## src/rtl/tetris_pkg.sv

```systemverilog
// rtl/tetris_pkg.sv - shared game-state codes, grid geometry and colour types
package tetris_pkg;

    localparam logic [3:0] S_LOBBY           = 4'b0000;
    localparam logic [3:0] S_GAME_OVER       = 4'b1000;
    localparam logic [3:0] S_COLLISION_CHECK = 4'b1001;

    localparam int GRID_ROWS = 20;
    localparam int GRID_COLS = 10;
    localparam int RGB_W     = 12;

    typedef logic [RGB_W-1:0]     rgb_t;
    typedef logic [GRID_COLS-1:0] row_t;

    typedef enum logic [1:0] {
        RGN_OUTSIDE  = 2'd0,
        RGN_BORDER   = 2'd1,
        RGN_INTERIOR = 2'd2
    } region_t;

endpackage

```

## src/rtl/tetris_grid_buffer.sv

```systemverilog
// rtl/tetris_grid_buffer.sv - double-buffered 20x10 playfield store
// Ports: i_pixclk/i_reset_n clock and async active-low reset;
//        i_grid_we/i_grid_address/i_grid_line_data back-buffer row write;
//        i_grid_clr clears back buffer; i_frame_start copies back to front;
//        i_rd_row/o_rd_data combinational front-buffer row read.
module tetris_grid_buffer
    import tetris_pkg::*;
(
    input  logic       i_pixclk,
    input  logic       i_reset_n,
    input  logic       i_grid_we,
    input  logic [4:0] i_grid_address,
    input  logic [9:0] i_grid_line_data,
    input  logic       i_grid_clr,
    input  logic       i_frame_start,
    input  logic [4:0] i_rd_row,
    output row_t       o_rd_data
);

    row_t r_back  [GRID_ROWS];
    row_t r_front [GRID_ROWS];

    // The swap samples r_back before this edge's write/clear lands, so a
    // write in the swap cycle only shows after the following swap.
    always_ff @(posedge i_pixclk or negedge i_reset_n) begin
        if (!i_reset_n) begin
            for (int i = 0; i < GRID_ROWS; i++) begin
                r_back[i]  <= '0;
                r_front[i] <= '0;
            end
        end else begin
            if (i_frame_start) begin
                for (int i = 0; i < GRID_ROWS; i++) begin
                    r_front[i] <= r_back[i];
                end
            end
            if (i_grid_clr) begin
                for (int i = 0; i < GRID_ROWS; i++) begin
                    r_back[i] <= '0;
                end
            end else if (i_grid_we && (i_grid_address < 5'(GRID_ROWS))) begin
                r_back[i_grid_address] <= i_grid_line_data;
            end
        end
    end

    assign o_rd_data = (i_rd_row < 5'(GRID_ROWS)) ? r_front[i_rd_row] : '0;

endmodule

```

## src/rtl/tetris_grid_renderer.sv

```systemverilog
// rtl/tetris_grid_renderer.sv - playfield to RGB444 renderer, 2-cycle pipeline
// Ports: i_pixclk/i_reset_n clock and async active-low reset;
//        i_grid_we/i_grid_address/i_grid_line_data/i_grid_clr/i_frame_start
//        playfield row stream and buffer control; i_c_state game state;
//        i_hcount/i_vcount/i_de pixel position and enable;
//        o_rgb registered {R,G,B}; o_de enable aligned with o_rgb.
// Optional: TETRIS_GRID_LINES_EN draws cell outlines in the border colour.
module tetris_grid_renderer
    import tetris_pkg::*;
#(
    parameter int   CELL_SHIFT = 4,
    parameter int   GRID_X0    = 240,
    parameter int   GRID_Y0    = 80,
    parameter int   BORDER_PX  = 4,
    parameter rgb_t COL_BG     = 12'h000,
    parameter rgb_t COL_FG     = 12'h0CF,
    parameter rgb_t COL_BORDER = 12'h888,
    parameter rgb_t COL_OVER   = 12'hF00
) (
    input  logic        i_pixclk,
    input  logic        i_reset_n,
    input  logic        i_grid_we,
    input  logic [4:0]  i_grid_address,
    input  logic [9:0]  i_grid_line_data,
    input  logic        i_grid_clr,
    input  logic        i_frame_start,
    input  logic [3:0]  i_c_state,
    input  logic [9:0]  i_hcount,
    input  logic [9:0]  i_vcount,
    input  logic        i_de,
    output logic [11:0] o_rgb,
    output logic        o_de
);

    localparam int L_W = GRID_COLS << CELL_SHIFT;
    localparam int L_H = GRID_ROWS << CELL_SHIFT;

    logic signed [10:0] w_lx, w_ly;
    int                 w_lxi, w_lyi;
    logic               w_in_x, w_in_y, w_ring_x, w_ring_y;
    region_t            w_region;
    row_t               w_row_data;
    rgb_t               w_rgb_next;

    logic        r_de1;
    region_t     r_region1;
    logic [4:0]  r_row1;
    logic [3:0]  r_col1;
    logic [3:0]  r_state1;
`ifdef TETRIS_GRID_LINES_EN
    logic        r_gline1;
`endif

    assign w_lx  = $signed({1'b0, i_hcount}) - $signed(11'(GRID_X0));
    assign w_ly  = $signed({1'b0, i_vcount}) - $signed(11'(GRID_Y0));
    assign w_lxi = int'(w_lx);
    assign w_lyi = int'(w_ly);

    always_comb begin
        w_in_x   = (w_lxi >= 0) && (w_lxi < L_W);
        w_in_y   = (w_lyi >= 0) && (w_lyi < L_H);
        // Interior grown by BORDER_PX on every side; the ring is this minus the interior.
        w_ring_x = (w_lxi >= -BORDER_PX) && (w_lxi < L_W + BORDER_PX);
        w_ring_y = (w_lyi >= -BORDER_PX) && (w_lyi < L_H + BORDER_PX);
        w_region = RGN_OUTSIDE;
        if (w_in_x && w_in_y) begin
            w_region = RGN_INTERIOR;
        end else if (w_ring_x && w_ring_y) begin
            w_region = RGN_BORDER;
        end
    end

    always_ff @(posedge i_pixclk or negedge i_reset_n) begin
        if (!i_reset_n) begin
            r_de1     <= 1'b0;
            r_region1 <= RGN_OUTSIDE;
            r_row1    <= '0;
            r_col1    <= '0;
            r_state1  <= '0;
`ifdef TETRIS_GRID_LINES_EN
            r_gline1  <= 1'b0;
`endif
        end else begin
            r_de1     <= i_de;
            r_region1 <= w_region;
            // Only meaningful for interior pixels, where they fit 0..19 / 0..9.
            r_row1    <= w_ly[CELL_SHIFT +: 5];
            r_col1    <= w_lx[CELL_SHIFT +: 4];
            r_state1  <= i_c_state;
`ifdef TETRIS_GRID_LINES_EN
            r_gline1  <= (w_lx[CELL_SHIFT-1:0] == '0) || (w_ly[CELL_SHIFT-1:0] == '0);
`endif
        end
    end

    tetris_grid_buffer u_buffer (
        .i_pixclk         (i_pixclk),
        .i_reset_n        (i_reset_n),
        .i_grid_we        (i_grid_we),
        .i_grid_address   (i_grid_address),
        .i_grid_line_data (i_grid_line_data),
        .i_grid_clr       (i_grid_clr),
        .i_frame_start    (i_frame_start),
        .i_rd_row         (r_row1),
        .o_rd_data        (w_row_data)
    );

    always_comb begin
        w_rgb_next = 12'h000;
        if (r_de1) begin
            case (r_region1)
                RGN_BORDER: w_rgb_next = COL_BORDER;
                RGN_INTERIOR: begin
`ifdef TETRIS_GRID_LINES_EN
                    if (r_gline1) begin
                        w_rgb_next = COL_BORDER;
                    end else
`endif
                    if (r_state1 == S_LOBBY || !w_row_data[r_col1]) begin
                        w_rgb_next = COL_BG;
                    end else if (r_state1 == S_GAME_OVER) begin
                        w_rgb_next = COL_OVER;
                    end else begin
                        w_rgb_next = COL_FG;
                    end
                end
                default: w_rgb_next = COL_BG;
            endcase
        end
    end

    always_ff @(posedge i_pixclk or negedge i_reset_n) begin
        if (!i_reset_n) begin
            o_rgb <= 12'h000;
            o_de  <= 1'b0;
        end else begin
            o_rgb <= w_rgb_next;
            o_de  <= r_de1;
        end
    end

endmodule
```

## config.mk

```make
export PLATFORM = sky130hd
export DESIGN_NAME = tetris_grid_renderer
export DESIGN_NICKNAME = d
export VERILOG_FILES = /design/src/rtl/tetris_pkg.sv /design/src/rtl/tetris_grid_buffer.sv /design/src/rtl/tetris_grid_renderer.sv
export SDC_FILE = /design/constraint.sdc
export NUM_CORES = 1
export LEC_CHECK = 0
export ABC_CLOCK_PERIOD_IN_PS = 2400
export CORE_MARGIN = 10
export CORE_UTILIZATION = 35
export CTS_CLUSTER_DIAMETER = 60
export DETAILED_ROUTE_END_ITERATION = 12
export HOLD_SLACK_MARGIN = 0.03
export PLACE_DENSITY = 0.48
export SYNTH_ARGS = -nofsm -noshare
export SYNTH_HDL_FRONTEND = slang
export SYNTH_SLANG_ARGS = --single-unit
```

## constraint.sdc

```tcl
create_clock -name i_pixclk -period 2.4 [get_ports i_pixclk]
set_clock_uncertainty 0.15 [all_clocks]
set_input_delay 0.24 -clock i_pixclk [delete_from_list [all_inputs] [get_ports i_pixclk]]
set_output_delay 0.24 -clock i_pixclk [all_outputs]
set_load 0.01 [all_outputs]
```

After elaboration in Yosys (flattened, before gate mapping)
Cells that the tools add are included.

$add $sub $neg: 2. Order comparisons: 14. Equality and inequality tests: 3. Muxes and demuxes: 17. Bitwise gates (word level): 2. Reduce and logical (&&, ||, !) cells: 12.

Operators with widths (number): $mux W200 (2); $bwmux W200 (1); $bmux W10 S5 (1); $demux W10 S5 (1); $mux W10 (4); $mux W12 (3); $pmux W12 S2 (1); $ge A11 B1 Y1 const B (2); $ge A11 B3 Y1 const B (2); $lt A11 B10 Y1 const B (2); $lt A11 B9 Y1 const B (2); $ge A6 B6 Y1 const B (2); $not A5 Y6 (2); $sub A10 B7 Y11 const B (1); $sub A10 B8 Y11 const B (1); $lt A5 B5 Y1 const B (2); $logic_and A1 B1 Y1 (8); $lt A6 B1 Y1 const B (1); $lt A4 B5 Y1 const B (1); $bmux W1 S4 (1); $eq A4 B4 Y1 const B (1); $logic_not A4 Y1 (1); $eq A2 B1 Y1 const B (1); $eq A2 B2 Y1 const B (1); 5 further kinds (6).

Register bits after elaboration: 429. Input bits: 45. Output and inout port bits: 13. Word-level logic and storage cells: 97.

Logic depth before layout (Yosys ltp)
Word-level depth: 12. Mapped depth: 11. Depth with buffers taken out: 9.

By module
A second synthesis with hierarchy kept.

Cell total of the unflattened synthesis: 1587. Area, all modules: 18500.2 µm².

Modules (own cells, without submodules): tetris_grid_buffer (instances 1, cells each 1471, area an instance 17307.8 µm², sequential area each 10009.6 µm²); tetris_grid_renderer (instances 1, cells each 116, area an instance 1192.4 µm², sequential area each 525.5 µm²).

Worst setup path after synthesis
Ideal clock, no wire load.

Kind: flip-flop to flip-flop. Start: register r_row1[0]. End: register o_rgb[7]. Setup time: 0.132 ns. Arrival time: 2.178 ns. Data required time: 2.118 ns. Slack: -0.060 ns. Stages on the path, launching flop included: 12. Buffers on the path: 4. Clock period less this slack: 2.460 ns. Path through: dfrtp_1 buf_6 buf_12 buf_12 buf_8 mux2_4 a222oi_1 o211ai_1 a22oi_1 a211oi_1 nor3_2 o31ai_1.

Word-level cells in the longest chain between the ends: 12. Elaborated cells between the ends (all ways): 13. Those cells by class: 1 x order compare; 9 x mux; 1 x bitwise; 2 x reduce/logical.

RTL lines: start, declared (line tetris_grid_renderer.sv:47) `logic [4:0] r_row1;`; start signal, assigned (line tetris_grid_renderer.sv:87) `r_row1 <= w_ly[CELL_SHIFT +: 5];`; $not A5 Y6 (implied by the code) (line tetris_grid_buffer.sv:47) `assign o_rd_data = (i_rd_row < 5'(GRID_ROWS)) ? r_front[i_rd_row] : '0;`; $bmux W10 S5 (line tetris_grid_buffer.sv:47); $mux W10 (implied by the code) (2 in series) (line tetris_grid_buffer.sv:47); $mux W10 * (line tetris_grid_buffer.sv:47); $bmux W1 S4 * (line tetris_grid_renderer.sv:119) `if (r_state1 == S_LOBBY || !w_row_data[r_col1]) begin`; $mux W1 (implied by the code) * (line tetris_grid_renderer.sv:119); $logic_not A1 Y1 * (line tetris_grid_renderer.sv:119); $logic_or A1 B1 Y1 * (line tetris_grid_renderer.sv:119); $mux W12 * (line tetris_grid_renderer.sv:119); $pmux W12 S2 * (line tetris_grid_renderer.sv:111) `case (r_region1)`; $mux W12 * (line tetris_grid_renderer.sv:110) `if (r_de1) begin`; end signal, assigned (line tetris_grid_renderer.sv:137) `o_rgb <= w_rgb_next;`; end, declared (line tetris_grid_renderer.sv:31) `output logic [11:0] o_rgb,`.

Every way passes the cells marked *; elsewhere a longest branch is shown, timed or not. The select of a mux whose other input is x is not followed. A chain may end at the register's enable or synchronous reset.

Worst setup path after layout
Ends and elaborated chain as after synthesis.

==> metrics <==
result of the run=finished with violations; violated checks=negative setup slack; leakage power summed over all cells=11.14 nW; type of the worst min-delay path=input pin to asynchronous set/reset pin; synthesis-to-layout area growth=21.32%; remaining antenna violation count after routing=0; number of synthesized flops with an enable pin=0; sink count of the clock tree=421; total standard cell area after synthesis=18480 µm²; summed area of non-filler cells in the final layout=22420 µm²; half-perimeter wire length of the detailed placement result=33040 µm; Fin. Hold Viols=0; Final Cycle Share=117.1%; Worst Reg2Reg Path Length in Cells=8; Tmin final=2811 ps; diode insertion count for antenna repair=0; antenna violations before repair=0; Slew Limit Fails=0; mux contribution to synthesized area=28.52%; # IOs=58; max-slew headroom at the worst pin=60.25%; critical register-to-register path startpoint=r_row1[0]$_DFF_PN0_; Post-Route Hold Slack=71.25 ps; Setup Viol. Count Final=4; number of buffers on the longest clock path=3; number of detailed-route iterations in the first pass=6; clock tree from TritonCTS=built; core area=52450 µm²; Mapped Cells=1411; Yosys reg bits=421; Top FF cell, synth=dfrtp_1; Maximum Capacitance Violations=0; Peak Freq=355.7 MHz; combinational share of power=7.7%; accumulated negative setup slack=-1567 ps; end point of the critical path=o_rgb[7]$_DFF_PN0_; die area=62390 µm²; FILL cells=4862; weighted congestion at the end of routability-driven global placement=0.8175; Cell Area, Placed=20620 µm²; number of DRC violations after detailed routing=0; total track usage=16.13%; post-synthesis compound-gate area fraction=2.701%; vias in the first global route=12108; asr flop ratio synth=100.0%; CTS Buf Count=49; switching power as a share of total power=23.74%; first-pass GRT wire length=78600 µm; Die W=249.8 µm; top library cells by usage in the layout, fill and taps aside=dfrtp_1 (419), mux2_2 (213), nor2_1 (199); xor and xnor fraction of the mapped netlist area=0.2844%; Reg2Reg Setup Slack=-410 ps; peak supply drop=0.5441 mV; setup repair after global routing missed its margin=true; simple-gate share of the synthesized area=7.881%; FP Rows=84; type of the worst setup path=register to register; clock slew at the register clock pins of the worst setup and hold paths=60 ps; number of warnings reported in the yosys synthesis log=0; Internal Dissipation=12.04 mW; most frequent standard cell in the layout excluding fill and tap cells=dfrtp_1; Tightest Pin Transition=596.3 ps; worst setup slack after layout=-411.0 ps; Die Ht=249.8 µm; average vias per placed instance=5.073; detailed-route wire length=50310 µm; clock latency on the worst-skew pair=590 ps; Psw=3.748 mW; sort of element at the end of the critical path=register; Worst Setup SP=r_row1[0]$_DFF_PN0_; H-tree Lvls=2; adder-cell share of the synthesized area=0.4062%; number of nets at the end of the flow=1588; arrival time at the worst endpoint=3120 ps; starting density of the core=35.24%; clock root buffer master=clkbuf_16; r2r endpoint=o_rgb[7]$_DFF_PN0_; kind of launch point of the worst setup path=register; Data required, critical path=2710 ps; number of buffer cells added on primary ports=55; total power per unit cell area=704.2 nW/µm²; sequential-to-total area share from yosys stat=57.01%; maximum number of pins on one net before global-route repair=56; drt first-iter violations=565; proportion of power drawn by the clock network=46.4%; drt wl/cell=22.27 µm; fraction of power consumed by sequential logic=45.9%; top fanout value on the critical path=11; total number of vias=11461; fraction of final layout cells sized beyond drive strength 1=28.13%; main combinational cell family by area after synthesis=multiplexers; library cells used by synthesis=57; final cell utilization of the core=42.75%; overall overflow remaining after global route=0; synthesized area divided by synthesized cell count=13.10 µm²
-- cells by family after synthesis --
kind of cell | after synthesis
other cells | 1
flops | 421
compound gates | 76
fa+ha+maj | 6
simple gates | 335
xor+xnor | 6
buf+inv | 120
mux | 446
-- state kept, by name, indices dropped and copies added, names as in the netlist --
signal	cells
r_col1	4
r_row1	5
o_de	1
r_state1	4
r_de1	1
u_buffer.r_back	200
u_buffer.r_front	200
r_region1	2
o_rgb	4
-- power by group through the flow --
stage / logic [mW] / registers (mW) / clock network [mW]
2_1_floorplan: 0.579 / 7.33 / 0
3_3_place_gp: 1.19 / 7.37 / 0
4_1_cts: 1.24 / 7.25 / 7.53
6_report: 1.21 / 7.25 / 7.33
5_1_grt: 1.32 / 7.25 / 7.80
3_5_place_dp: 1.20 / 7.37 / 0
-- worst min path at each step --
stage / from / endpoint / slack, ps
after floorplan: i_reset_n / o_de$_DFF_PN0_ / -210
after global placement: i_reset_n / u_buffer.r_front[133]$_DFFE_PN0P_ / 120
after detailed placement: i_reset_n / u_buffer.r_back[188]$_DFFE_PN0P_ / 120
after CTS: i_reset_n / u_buffer.r_back[146]$_DFFE_PN0P_ / 90
after global routing: i_reset_n / u_buffer.r_back[146]$_DFFE_PN0P_ / 100
final: i_reset_n / u_buffer.r_back[136]$_DFFE_PN0P_ / 70
-- routing by layer --
metal / share of wire [%] / global-route usage [%] / routed length (µm) / vias to the layer above
li1: - / - / - / 5210
met1: 47 / 22.24 / 23730 / 6012
met2: 48 / 26.00 / 24010 / 172
met3: 3.3 / 2.518 / 1677 / 67
met4: 1.8 / 4.052 / 884 / 0
met5: 0 / 0 / 0 / -
-- what timing repair did --
action | 4_1_cts | 5_1_grt
pin swaps | 7 | 1
setup buffers | 6 | 1
gates cloned | 1 | 0
resized for setup | 15 | 3
hold buffers | 7 | 0
hold endpoints to repair | 450 | 0
setup endpoints to repair | 4 | 4
-- synthesized netlist by cell type, drive strengths merged, types with 7 or more instances --
cell type | number | area (µm²)
mux2 | 216 | 2440
inv | 13 | 48.80
nor2b | 17 | 106.4
nor3 | 12 | 65.06
nor4 | 7 | 43.79
nor2 | 200 | 750.7
mux2i | 194 | 1942
clkbuf | 78 | 292.8
o21ai | 10 | 50.05
nand3 | 25 | 125.1
mux4 | 36 | 888.3
nand2 | 51 | 191.4
a21oi | 26 | 130.1
dfrtp | 421 | 10540
buf | 28 | 237.7
-- metrics by stage --
step	total power, mW	setup WS, ps	std cells
final	15.79	-411.0	2259
after global placement	8.557	-451.6	2159
after floorplan	7.908	-26.42	1412
after detailed placement	8.566	-481.9	2159
after global routing	16.38	-519.0	2259
after CTS	16.02	-427.9	2258
-- critical path, stage by stage, from the launching register on --
cell and delay [ps]:
dfrtp_4 480, buf_12 120, bufbuf_16 280, mux4_1 610, mux4_2 460, mux2i_1 180
o221ai_2 170, nand4b_4 150, o31ai_1 80
-- area by class of cell --
| class | count | area (µm²) | area share (%) |
|---|---|---|---|
| Tap cell | 688 | 860.8 | 3.839 |
| Sequential cell | 421 | 10540 | 47.01 |
| Multi-Input combinational cell | 871 | 7427 | 33.13 |
| Clock inverter | 12 | 162.7 | 0.7255 |
| Inverter | 13 | 48.80 | 0.2176 |
| Clock buffer | 73 | 1408 | 6.278 |
| Timing Repair Buffer | 181 | 1973 | 8.801 |
Power figures use the tool's default switching activity.
